## config.mk

```make
export PLATFORM = sky130hd
export DESIGN_NAME = r_rom_backend_flat
export DESIGN_NICKNAME = d
export VERILOG_FILES = /design/src/rtl/r_rom_backend_pkg.sv /design/src/rtl/r_rom_backend_if.sv /design/src/rtl/r_rom_backend_dff.sv /design/src/rtl/r_rom_backend.sv /design/src/flat_wrapper.sv
export SDC_FILE = /design/constraint.sdc
export NUM_CORES = 1
export LEC_CHECK = 0
export CAP_MARGIN = 10
export CORE_MARGIN = 1.5
export CORE_UTILIZATION = 49
export CTS_CLUSTER_DIAMETER = 40
export CTS_CLUSTER_SIZE = 25
export DETAILED_ROUTE_END_ITERATION = 16
export GPL_TIMING_DRIVEN = 0
export PLACE_DENSITY = 0.8
export SYNTH_ARGS = -nofsm -noshare
export SYNTH_HDL_FRONTEND = slang
export SYNTH_SLANG_ARGS = --single-unit
```

## constraint.sdc

```tcl
create_clock -name clk -period 2 [get_ports clk]
set_input_delay 0.5 -clock clk [delete_from_list [all_inputs] [get_ports clk]]
set_output_delay 0.5 -clock clk [all_outputs]
set_load 0.01 [all_outputs]
```

## src/rtl/r_rom_backend_pkg.sv

```systemverilog
// Shared definitions for the R-ROM path: backend FSM encodings, packet length
// and the default ROM address width used by both frontend and backend.
package r_rom_backend_pkg;

    localparam int PKT_BYTES  = 8;
    localparam int ROM_AW_DEF = 16;

    typedef enum logic [1:0] {
        S_IDLE  = 2'd0,
        S_ADDR  = 2'd1,
        S_FETCH = 2'd2,
        S_PUSH  = 2'd3
    } state_t;

endpackage

```

## src/rtl/r_rom_backend_if.sv

```systemverilog
// Command FIFO, response FIFO and ROM port bundle seen by the R-ROM backend.
// master = backend side, slave = FIFOs/ROM side.
interface r_rom_backend_if
    import r_rom_backend_pkg::*;
#(
    parameter int ROM_AW = ROM_AW_DEF
);
    logic              cmd_empty;
    logic              cmd_rd_en;
    logic [7:0]        cmd_dout;
    logic              rsp_full;
    logic              rsp_wr_en;
    logic [7:0]        rsp_din;
    logic              rom_en;
    logic [ROM_AW-1:0] rom_addr;
    logic [7:0]        rom_data;

    modport master (
        input  cmd_empty, cmd_dout, rsp_full, rom_data,
        output cmd_rd_en, rsp_wr_en, rsp_din, rom_en, rom_addr
    );

    modport slave (
        output cmd_empty, cmd_dout, rsp_full, rom_data,
        input  cmd_rd_en, rsp_wr_en, rsp_din, rom_en, rom_addr
    );
endinterface

```

## src/rtl/r_rom_backend_dff.sv

```systemverilog
// Codebase flop: parameterised width and reset value, async active-low reset.
module r_rom_backend_dff #(
    parameter int             W   = 1,
    parameter logic [W-1:0]   RST = '0
) (
    input  logic         clk,
    input  logic         rst_n,
    input  logic [W-1:0] d,
    output logic [W-1:0] q
);
    // NOTE: sequential state uses non-blocking assignments so every flop
    // samples the pre-edge values of its sources, independent of block order.
    always_ff @(posedge clk or negedge rst_n) begin
        if (!rst_n) q <= RST;
        else        q <= d;
    end
endmodule

```

## src/rtl/r_rom_backend.sv

```systemverilog
// R-ROM backend: pops an 8-byte LE address packet, reads the aligned doubleword
// from the byte-wide sync ROM and pushes the 8 bytes LSB first to the response FIFO.
module r_rom_backend
    import r_rom_backend_pkg::*;
#(
    parameter int ROM_AW = ROM_AW_DEF
) (
    input  logic                  clk,
    input  logic                  rst_n,
    r_rom_backend_if.master       bus
);
    logic [1:0]  state_q;
    state_t      state, state_nxt;
    logic        rd_q;
    logic        pop, push;
    logic        rsp_wr_en_q;
    logic [7:0]  rsp_din_q;
    logic [3:0]  req_cnt, rx_cnt;
    logic [2:0]  byte_off;
    logic [63:3] addr_buf;   // bits [2:0] are never stored: access aligns down to 8 bytes
    logic        oor;
    logic        last_rx;
    logic        rom_en;
    logic [ROM_AW-1:0] rom_addr;

    r_rom_backend_dff #(.W(2), .RST(S_IDLE)) u_state (
        .clk(clk), .rst_n(rst_n), .d(state_nxt), .q(state_q));
    r_rom_backend_dff #(.W(1)) u_rd_q (
        .clk(clk), .rst_n(rst_n), .d(pop), .q(rd_q));
    r_rom_backend_dff #(.W(1)) u_wr_en (
        .clk(clk), .rst_n(rst_n), .d(push), .q(rsp_wr_en_q));

    assign state   = state_t'(state_q);
    assign oor     = |addr_buf[63:ROM_AW];
    assign last_rx = rd_q && (rx_cnt == 4'(PKT_BYTES - 1));

    // NOTE: every output of this block gets a default first, so no path
    // through the case leaves a signal unassigned and no latch is inferred.
    always_comb begin
        state_nxt = state;
        pop       = 1'b0;
        push      = 1'b0;
        rom_en    = 1'b0;
        rom_addr  = '0;
        case (state)
            S_IDLE:  if (!bus.cmd_empty) state_nxt = S_ADDR;
            S_ADDR: begin
                // Never pop beyond one packet so the next one stays queued.
                pop = !bus.cmd_empty && (req_cnt < 4'(PKT_BYTES));
                if (last_rx) state_nxt = S_FETCH;
            end
            S_FETCH: begin
                rom_en    = !oor;
                rom_addr  = {addr_buf[ROM_AW-1:3], byte_off};
                state_nxt = S_PUSH;
            end
            S_PUSH: begin
                if (!bus.rsp_full) begin
                    push      = 1'b1;
                    state_nxt = (byte_off == 3'd7) ? S_IDLE : S_FETCH;
                end
            end
            default: state_nxt = S_IDLE;
        endcase
    end

    always_ff @(posedge clk or negedge rst_n) begin
        if (!rst_n) begin
            req_cnt   <= '0;
            rx_cnt    <= '0;
            byte_off  <= '0;
            addr_buf  <= '0;
            rsp_din_q <= '0;
        end else begin
            if (state == S_IDLE) begin
                req_cnt  <= '0;
                rx_cnt   <= '0;
                byte_off <= '0;
            end else begin
                if (pop)  req_cnt <= req_cnt + 4'd1;
                if (rd_q) begin
                    addr_buf <= {bus.cmd_dout, addr_buf[63:11]};
                    rx_cnt   <= rx_cnt + 4'd1;
                end
                if (push) byte_off <= byte_off + 3'd1;
            end
            // rom_data is still valid here: rom_en stays low while stalled in S_PUSH.
            if (push) rsp_din_q <= oor ? 8'h00 : bus.rom_data;
        end
    end

    assign bus.cmd_rd_en = pop;
    assign bus.rom_en    = rom_en;
    assign bus.rom_addr  = rom_addr;
    assign bus.rsp_wr_en = rsp_wr_en_q;
    assign bus.rsp_din   = rsp_din_q;
endmodule

```

## src/flat_wrapper.sv

```systemverilog
// flat-port wrapper written by rule: the top's interface ports become plain ports
module r_rom_backend_flat import r_rom_backend_pkg::*;
#(
    parameter int ROM_AW = ROM_AW_DEF
)
  (clk, rst_n, bus_cmd_empty, bus_cmd_dout, bus_rsp_full, bus_rom_data, bus_cmd_rd_en, bus_rsp_wr_en, bus_rsp_din, bus_rom_en, bus_rom_addr);
  r_rom_backend_if #(.ROM_AW(ROM_AW)) bus_i ();
  input  logic clk;
  input  logic rst_n;
  input wire logic [$bits(bus_i.cmd_empty)-1:0] bus_cmd_empty;
  input wire logic [$bits(bus_i.cmd_dout)-1:0] bus_cmd_dout;
  input wire logic [$bits(bus_i.rsp_full)-1:0] bus_rsp_full;
  input wire logic [$bits(bus_i.rom_data)-1:0] bus_rom_data;
  output wire logic [$bits(bus_i.cmd_rd_en)-1:0] bus_cmd_rd_en;
  output wire logic [$bits(bus_i.rsp_wr_en)-1:0] bus_rsp_wr_en;
  output wire logic [$bits(bus_i.rsp_din)-1:0] bus_rsp_din;
  output wire logic [$bits(bus_i.rom_en)-1:0] bus_rom_en;
  output wire logic [$bits(bus_i.rom_addr)-1:0] bus_rom_addr;
  assign bus_i.cmd_empty = bus_cmd_empty;
  assign bus_i.cmd_dout = bus_cmd_dout;
  assign bus_i.rsp_full = bus_rsp_full;
  assign bus_i.rom_data = bus_rom_data;
  assign bus_cmd_rd_en = bus_i.cmd_rd_en;
  assign bus_rsp_wr_en = bus_i.rsp_wr_en;
  assign bus_rsp_din = bus_i.rsp_din;
  assign bus_rom_en = bus_i.rom_en;
  assign bus_rom_addr = bus_i.rom_addr;
  r_rom_backend #(.ROM_AW(ROM_AW)) u_core (.clk(clk), .rst_n(rst_n), .bus(bus_i));
endmodule
```

# Word level (Yosys, flattened, before mapping)
# Index checks and enable logic that the tools add are counted.
# totals
regBits	84
input_bits	20
output_inout_bits	27
wordCells	49
# classes
n_addsub	3
magnitude_cmp	1
n_eq_ne	8
mux	17
bitwise_logic	1
n_reduce_logical	11
# op_table
op	count
$reduce_or 48->1	1
$mux 16	1
$mux 4	4
$add 4x1->4 const B	2
$mux 2	4
$mux 8	1
$pmux 2 s4	1
$mux 3	2
$reduce_bool 2->1	3
$eq 2x2->1 const B	2
$eq 4x3->1 const B	1
$lt 4x4->1 const B	1
$mux 1	4
$ne 2x2->1 const B	2
$add 3x1->3 const B	1
$eq 3x3->1 const B	1
$reduce_and 3->1	1
$eq 2x1->1 const B	1
$logic_and 1x1->1	2
$logic_not 1->1	2
$logic_not 2->1	1
$ne 2x1->1 const B	1
$reduce_and 2->1	1
$not 1->1	1

# Longest topological paths before layout
# depth
word_depth	5
depth_mapped	6
depth_no_buf	5

# Hierarchy
# From an unflattened synthesis, not the netlist that was laid out.
# hier_totals
hier_cells	264
hier_area_um2	3497.1
# by_module_without_submodules
module	n_inst	cells_each	area_per_inst_um2	seq_area_each_um2
r_rom_backend	1	260	3397.0	2001.9
r_rom_backend_dff at u_core.u_rd_q ...	2	1	25.0	25.0
r_rom_backend_dff at u_core.u_state	1	2	50.0	50.0

# Least setup slack after synthesis
# Ideal clock, no wire load.
# synth_timing
path_type	reg-to-output
from	reg u_core.addr_buf[56] (netlist name)
to	out bus_rom_en
arrival_ps	1648
t_required_ps	1500
slack_ps	-148
stages_incl_launch_ff	6
path_buffers	1
cell_sequence	dfrtp_1 -> nor4_1 -> nand2_1 -> or4_1 -> buf_2 -> nor3_1
# synth_between
elab_chain_cells	3
# synth_lines
item	line	text
start, declared	r_rom_backend.sv:20	logic [63:3] addr_buf;
start signal, assigned	r_rom_backend.sv:82	addr_buf <= {bus.cmd_dout, addr_buf[63:11]};
$reduce_or 48->1	r_rom_backend.sv:34	assign oor = |addr_buf[63:ROM_AW];
$logic_not 1->1	r_rom_backend.sv:53	rom_en = !oor;
$mux 1	r_rom_backend.sv:45	case (state)
end, declared	flat_wrapper.sv:17	output wire logic [$bits(bus_i.rom_en)-1:0] bus_rom_en;
# No other way between the ends.

# Worst setup path in the final report
# layout_timing
from	reg u_core.addr_buf[54] (netlist name)
to	out bus_rom_en
# The elaborated chain is that of the path after synthesis.

==> metrics.cfg <==
[grt]
grt_pass1_wl_um=11130
first_global_vias=2367
gr-max-usage-layer=met2
grt_use_met3_pct=4.360
grt-ovfl-total=0
groute.layer.met1.usage_pct=23.82
grt_use_met2_pct=32.49
groute.usage.overall_pct=19.29
grt_antenna_before_repair=0
grt_max_degree=44

[setup_path]
timing.critical_path.to_type=primary output
path_class=flip-flop to primary output
critical_path_s_largest_stage_delay_ns=0.58
critPathTopFamily=simple AND/OR/NAND/NOR gates
worst-endpoint-required_ns=1.50
crit_buf_inv=1
path_cells=nor4_4, nand2_1, or4_4, nor3_4, buf_2
start_kind=flip-flop
path_max_fanout=3
cp_data_arrival_time_ns=2.00
cell_at_the_slowest_stage_of_the_critical_path=sky130_fd_sc_hd__or4_4

[sta]
report.final.slew_viol_count=0
setup_tns_ns=-0.6573
max_freq_mhz=399.3
clock-skew-final_ns=0.009198
timing.final.ws_setup_ns=-0.5042
finalCriticalPeriod_ns=2.504
finalCritPeriodShare_pct=125.2
report.final.hold_viol_count=0
timing.final.setup_violations=6
grt_setup_unrepaired=true
whs_ns=0.1211
slew_headroom_pct=60.10
worst-slew-pin-transition_ns=0.5931

[run_status]
violations=setup timing
outcome=complete, but fails checks

[placement]
placed_cells=410
detailedPlacementHpwl_um=4429
routabilityCongestion=0.7426
numPortBuffers=46
postPlaceCellArea_sq_um=4088

[layout]
finish.utilization_pct=66.26
final_area_sq_um=4527
final_cells=436
fill_cells=494
share_of_final_layout_standard_cells_stronger_than_drive_strength_1_pct=35.29
syn2layout_area_growth_pct=30.24
nNetsFinal=359
num_antenna_cells=0

[yosys]
ys_seq_elements=84
ys_warn_count=0
ys_top_cells_by_count=sky130_fd_sc_hd__dfrtp_1 (84), sky130_fd_sc_hd__mux2_2 (61), sky130_fd_sc_hd__nand2_1 (35), sky130_fd_sc_hd__and2_1 (16), sky130_fd_sc_hd__nor4_1 (10)
synth_net_count=291
synth.top_cells.by_area=sky130_fd_sc_hd__dfrtp_1 (60%), sky130_fd_sc_hd__mux2_2 (20%), sky130_fd_sc_hd__nand2_1 (3.8%)
synth_enable_flop_cells=0
netlist_area_sq_um=3476
yosys.area_share.adder_pct=1.440
asyncSetResetFlopFracSynth_pct=100.0
synth-compound-area-share_pct=2.448
synth_flop_cell=sky130_fd_sc_hd__dfrtp_1
yosysMostFrequentCell=sky130_fd_sc_hd__dfrtp_1
yosysSeqAreaShare_pct=60.48
number_of_distinct_library_cell_variants_in_the_gate_level_netlist_after_synthesis=25
synth_top_cell_by_area=sky130_fd_sc_hd__dfrtp_1
main_combinational_cell_family_by_area_after_synthesis=multiplexers
synth.mux.area_fraction_pct=20.34
post_synthesis_simple_gate_area_fraction_pct=12.38
syn_area_per_cell_sq_um=13.02
synth_largest_type_area_fraction_pct=60.48
synth-xor-area-share_pct=1.008
post_synth_inst_count=267

[die]
die_y_um=87.23
placeableCoreArea_sq_um=6832
start_util_pct=50.88
die-area_sq_um=7608
top_level_ports=47
placement_rows=30
die_width_um=87.23

[clock_tree]
clkTransAtPathRegs_ns=0.08
htreeDepth=3
ctsLongestPathBuffers=2
clk_root_buffer_cell=sky130_fd_sc_hd__clkbuf_8
numCtsBuffers=9
clock_sinks=84
insertion_delay_ns=0.35
tritoncts_clock_tree=yes

[pwr]
vdd_drop_max_mv=0.8561
power.density_nw_per_um2=1320
power.static_leakage_nw=2.143

[route]
route.final.wire_length_um=6599
detail-route-antenna-nets=0
routed-via-count=2269
post-route-drc-count=0
wl_per_cell_um=15.14
drt_iter0_drc=73
firstDrtPassIters=4
vias_per_cell=5.204

[run]
drv_cap=0

[worst_hold_path]
hold_path_class=input pin to asynchronous set/reset pin

==> metrics by stage <==
step / power [mW] / setup slack (ns)
floorplan: 3.677 / -0.04419
global placement: 4.097 / -2.448
detailed placement: 4.193 / -0.8790
CTS: 5.813 / -0.6184
global route: 6.315 / -0.6241
finish: 5.974 / -0.5042
==> timing repair <==
action	in CTS	in global routing
resized for setup	56	26
setup buffers	10	1
hold buffers	0	0
pin swaps	5	4
gates cloned	0	0
endpoints found under the setup margin	26	82
==> final cells by class <==
| type | count | area (sq um) | area share [%] |
|---|---|---|---|
| repair buffers | 58 | 540.5 | 11.94 |
| well taps | 96 | 120.1 | 2.653 |
| clock buffers | 12 | 135.1 | 2.985 |
| plain buffers | 11 | 91.34 | 2.018 |
| multi-input cells | 168 | 1426 | 31.51 |
| inverters | 3 | 11.26 | 0.2488 |
| flip-flops and latches | 84 | 2105 | 46.49 |
| clock inverters | 4 | 97.59 | 2.156 |
==> worst paths after layout <==
path | start | end | slack, ns | cells after the start
min reg2reg | u_core.bus.rsp_din[5]$_DFFE_PN0P_ | u_core.bus.rsp_din[5]$_DFFE_PN0P_ | 0.49 | 2
max | u_core.addr_buf[54]$_DFFE_PN0P_ | bus_rom_en | -0.50 | 5
max in group asynchronous | rst_n | u_core.u_state.q[1]$_DFFE_PN0P_ | 1.25 | 2
min in group clk | u_core.bus.rsp_din[5]$_DFFE_PN0P_ | u_core.bus.rsp_din[5]$_DFFE_PN0P_ | 0.49 | 2
min | rst_n | u_core.addr_buf[6]$_DFFE_PN0P_ | 0.12 | 1
max reg2reg | u_core.addr_buf[54]$_DFFE_PN0P_ | u_core.bus.rsp_din[7]$_DFFE_PN0P_ | -0.08 | 6
==> cells by family (layout without fill, tap and decap cells) <==
family / after synthesis / in the layout
buffers and inverters: 15 / 88
multiplexers: 63 / 63
XOR/XNOR: 4 / 4
AND/OR/NAND/NOR: 84 / 84
flip-flops: 84 / 84
AO/OA/AOI/OAI: 13 / 13
adder cells (fa/ha/maj): 4 / 4
==> state kept, by name, indices dropped and copies added (netlist names) <==
signal	cells
u_core.rx_cnt	4
u_core.addr_buf	61
u_core.u_rd_q.q	1
u_core.bus.rsp_din	8
u_core.req_cnt	4
u_core.u_wr_en.q	1
u_core.u_state.q	2
u_core.byte_off	3
==> layer usage <==
layer	vias to the layer above	wire length [um]
met2	54	3378
met4	0	159
li1	1069	-
met1	1129	2857
met3	17	204
met5	-	0
==> placed cells by master, fill, tap and decap left out, drive strengths merged <==
cell type / n
a21oi: 2
and2: 16
buf: 23
bufinv: 3
clkbuf: 18
clkdlybuf4s15: 13
clkdlybuf4s50: 27
clkinvlp: 1
dfrtp: 84
ha: 4
inv: 3
mux2: 61
mux2i: 2
nand2: 35
nand2b: 1
nand3: 4
nand4: 2
nor2: 7
nor2b: 2
nor3: 1
nor4: 10
nor4b: 1
o21ai: 3
o31ai: 8
or2: 1
or4: 3
or4b: 1
xnor2: 1
xor2: 3
==> where the power goes <==
part	internal (mW)	switching [mW]	total (mW)
registers	2.20	0.433	2.63
logic	1.01	0.938	1.95
clock network	0.831	0.567	1.40
Power figures use the tool's default switching activity.
